--- src/rtl/apu_frame_sequencer.sv ---
// Game Boy APU frame sequencer: divides clk down to 512 Hz frame events and
// walks an 8-step table that strobes the length, sweep and envelope units.
module apu_frame_sequencer #(
    parameter int PRESCALE = 8192
) (
    input  logic       clk,
    input  logic       rst_n,
    input  logic       enable,
    input  logic       div_reset,
    output logic       length_tick,
    output logic       sweep_tick,
    output logic       env_tick,
    output logic [2:0] step,
    output logic       next_no_length
);

    localparam int PW = (PRESCALE > 2) ? $clog2(PRESCALE) : 1;
    localparam logic [PW-1:0] LAST = PW'(PRESCALE - 1);

    logic [PW-1:0] presc;
    logic [2:0]    tick_q;   // {env, sweep, length}
    logic          frame_evt;

    // Strobe pattern for the step being left: {env, sweep, length}
    function automatic logic [2:0] decode_step(input logic [2:0] s);
        logic [2:0] t;
        t = 3'b000;
        case (s)
            3'd0, 3'd4: t = 3'b001;
            3'd2, 3'd6: t = 3'b011;
            3'd7:       t = 3'b100;
            default:    t = 3'b000;
        endcase
        return t;
    endfunction

    // div_reset and disable both outrank a coincident wrap
    assign frame_evt = enable && !div_reset && (presc == LAST);

    always_ff @(posedge clk or negedge rst_n) begin
        if (!rst_n) begin
            presc  <= '0;
            step   <= 3'd0;
            tick_q <= 3'b000;
        end else if (!enable) begin
            presc  <= '0;
            step   <= 3'd0;
            tick_q <= 3'b000;
        end else if (div_reset) begin
            presc  <= '0;
            tick_q <= 3'b000;
        end else if (frame_evt) begin
            presc  <= '0;
            step   <= step + 3'd1;
            tick_q <= decode_step(step);
        end else begin
            presc  <= presc + PW'(1);
            tick_q <= 3'b000;
        end
    end

    assign length_tick    = tick_q[0];
    assign sweep_tick     = tick_q[1];
    assign env_tick       = tick_q[2];
    assign next_no_length = step[0];

endmodule

--- config.mk ---
export PLATFORM = sky130hd
export DESIGN_NAME = apu_frame_sequencer
export DESIGN_NICKNAME = d
export VERILOG_FILES = /design/src/rtl/apu_frame_sequencer.sv
export SDC_FILE = /design/constraint.sdc
export NUM_CORES = 1
export LEC_CHECK = 0
export ABC_AREA = 1
export BUFFER_PORTS_ARGS = -buffer_cell sky130_fd_sc_hd__clkbuf_2
export CORE_ASPECT_RATIO = 1.1
export CORE_UTILIZATION = 39
export CTS_BUF_LIST = sky130_fd_sc_hd__clkbuf_4 sky130_fd_sc_hd__clkbuf_8
export CTS_CLUSTER_SIZE = 28
export DETAILED_ROUTE_END_ITERATION = 10
export GPL_TIMING_DRIVEN = 1
export PLACE_DENSITY_LB_ADDON = 0.08
export SKIP_CTS_REPAIR_TIMING = 1
export SLEW_MARGIN = 20
export SYNTH_ARGS = -nofsm -noshare
export SYNTH_HDL_FRONTEND = slang
export SYNTH_SLANG_ARGS = --single-unit
--- constraint.sdc ---
create_clock -name clk -period 1.4 [get_ports clk]
set_input_delay 0.14 -clock clk [delete_from_list [all_inputs] [get_ports clk]]
set_output_delay 0.14 -clock clk [all_outputs]
set_load 0.01 [all_outputs]
==> impl_metrics.yaml <==
drt:
  ant_nets: 0
  dr.pass1.iters: 4
  wl_um: 1844
  dr.first_iter.drc_count: 11
  vias_per_cell: 4.799
  vias: 787
  wl_per_cell_um: 11.24
  drc_errors: 0
cells_and_area:
  diodes: 0
  stdcell_count: 164
  fin_nets: 143
  drive_above_1_share_pct: 27.82
  syn_to_final_growth_pct: 16.69
  postLayoutCoreUtil_pct: 48.02
  multi_input_comb_area_um2: 484.2
  fill_cells: 249
  fin_area_um2: 1199
  seqCellArea_um2: 475.5
floorplanning:
  dieWidth_um: 50.94
  start_util_pct: 41.15
  die-area_um2: 2843
  dieHeight_um: 55.83
  io_pins: 11
  core_um2: 2496
  fp-row-count: 19
setup_path:
  required_ns: 1.60
  setup.worst_path.start: "presc[1]$_DFF_PN0_"
  cp_max_fo: 12
  crit_path_start_kind: "register"
  worst-setup-path-type: "register to register"
  endpoint_kind: "register"
  r2r_start: "presc[1]$_DFF_PN0_"
  cp.arrival_ns: 1.55
sta:
  max_freq_ghz: 0.7377
  finalSetupViolations: 0
  finClkSkew_ns: 0.002291
  worstMarginPinSlew_ns: 0.4773
  max-slew-margin-rel_pct: 68.18
  fin_crit_ns: 1.356
  drv_slew: 0
  finalHoldViolCount: 0
  grt_setup_unrepaired: "yes"
  period_share_pct: 96.82
global_route:
  grt_max_degree: 20
  grt_pass1_vias: 819
  overflow: 0
  grt_pass1_wl_um: 3394
  grt_usage_pct: 16.06
  antenna_found_initial: 0
pwr:
  ir_drop_mv: 0.4588
  clock_power_share_pct: 32.9
  pwr-share-comb_pct: 6.0
  sw_frac_of_total_pct: 22.69
  power.density_nw_per_um2: 756.5
  cellLeakagePower_nw: 0.5448
  internal-power_mw: 0.7010
  p_sw_mw: 0.2057
  seqPwrFrac_pct: 61.1
clock_network:
  cts_buffers: 3
  clockRootBuffer: "clkbuf_4"
  clock-sinks: 19
  clk_latency_ns: 0.29
  htree_levels: 1
  cts_tree: "done"
  cts.clk_slew.worst_paths_ns: 0.11
  cts_buffer_depth: 2
placed_design:
  dp_hpwl_um: 1434
  dpl-instance-area_um2: 1159
  portBuffers: 10
  place_congestion: 0.7414
  placed_cells: 159
hold_path:
  hold_path.class: "primary input to register"
  hold_start: "div_reset"
synthesis:
  syn_area_um2: 1027
  syn_area_per_cell_um2: 8.932
  synth_nets: 124
  netlist-cell-type-count: 19
  netlist_instances: 115
  synth-seq-cells: 19
  ys_seq_area_share_pct: 46.29
  yosys_warnings: 0
status:
  status: "finished clean"
flow_run:
  cap_violations: 0
Yosys cell counts:
library cell	instances	area, um^2
nand3_2	1	10.01
nand2_2	1	6.260
xor2_1	7	61.31
dfrtp_1	19	475.5
nor2_4	1	11.26
a21oi_1	1	5.000
ha_1	5	62.56
nand4_1	7	43.79
inv_1	14	52.55
nor2_1	9	33.78
nor3_1	3	15.01
o21ai_4	1	16.27
buf_4	1	7.510
nand2_1	22	82.58
nand3_1	8	40.04
xnor2_1	1	8.760
buf_2	1	5.000
nor2_2	12	75.07
buf_8	1	15.01
stage by stage:
stage          TNS [ns]  setup slack, ns  hold WS, ns  power [mW]
2_1_floorplan         0         0.004158      -0.1556      0.5928
3_3_place_gp          0          0.07923       0.1213      0.6180
3_5_place_dp          0          0.04387       0.1342      0.6191
4_1_cts               0          0.02648      -0.2041      0.9252
5_1_grt         -0.6645         -0.06175       0.1457      0.9581
6_report              0          0.04448       0.1368      0.9067
flip-flops by register name, summed over array words and instances (netlist names):
signal	count
presc	13
step	3
tick_q	3
critical path, stage by stage, from the launching register on:
cell and delay [ns]:
dfrtp_1 0.41, ha_4 0.15, nand2_2 0.06, nor2_4 0.12, nand3_2 0.13, o21ai_4 0.17
buf_12 0.16, nor2_1 0.05
final cells by class:
| type | instances | area share, % |
|---|---|---|
| Clock buffer | 4 | 2.505 |
| Inverter | 14 | 4.384 |
| Multi-Input combinational cell | 79 | 40.40 |
| Sequential cell | 19 | 39.67 |
| Tap cell | 31 | 3.236 |
| Timing Repair Buffer | 17 | 9.812 |
cells in the final DEF, fill, tap and decap left out:
cell type      instances
buf_12                 1
dfrtp_1               19
nor2_1                 9
a21oi_1                1
nor3_1                 3
nand4_1                7
xor2_1                 7
nand3_2                1
nor2_4                 1
ha_1                   4
nand2_1               22
xnor2_1                1
clkbuf_2              10
inv_1                 14
ha_4                   1
clkbuf_4               4
nor2_2                12
buf_4                  5
o21ai_4                1
dlygate4sd3_1          1
nand3_1                8
nand2_2                1
logic make-up (layout without fill, tap and decap cells):
kind of cell | after synthesis | after routing | share of synthesized area (%)
fa+ha+maj | 5 | 5 | 6.090
flops | 19 | 19 | 46.29
compound gates | 2 | 2 | 2.071
buf+inv | 17 | 35 | 7.795
xor+xnor | 8 | 8 | 6.821
simple gates | 64 | 64 | 30.94
power by group through the flow:
| stage | Sequential (mW) | Clock (mW) | Combinational, mW |
|---|---|---|---|
| 2_1_floorplan | 0.566 | 0 | 0.0267 |
| 3_3_place_gp | 0.564 | 0 | 0.0536 |
| 5_1_grt | 0.555 | 0.340 | 0.0633 |
| 6_report | 0.554 | 0.299 | 0.0543 |
| 4_1_cts | 0.554 | 0.317 | 0.0546 |
| 3_5_place_dp | 0.565 | 0 | 0.0544 |
worst paths after layout:
check                                      endpoint  slack [ns]  depth (start not counted)
worst min-delay path            tick_q[2]$_DFF_PN0_        0.14                          4
worst max register to register   presc[7]$_DFF_PN0_        0.04                          7
worst min register to register  step[2]$_DFFE_PN0P_        0.57                          2
min in group asynchronous        presc[5]$_DFF_PN0_        0.32                          2
max in group asynchronous       presc[12]$_DFF_PN0_        0.76                          2
worst max-delay path             presc[7]$_DFF_PN0_        0.04                          7
routing by layer:
metal | wire length, um | global-route usage, % | vias up
met4 | 26 | 7.937 | 0
met2 | 956 | 28.01 | 9
li1 | - | - | 400
met5 | 0 | 0 | -
met1 | 816 | 18.07 | 374
met3 | 45 | 3.279 | 4
Power figures use the tool's default switching activity.
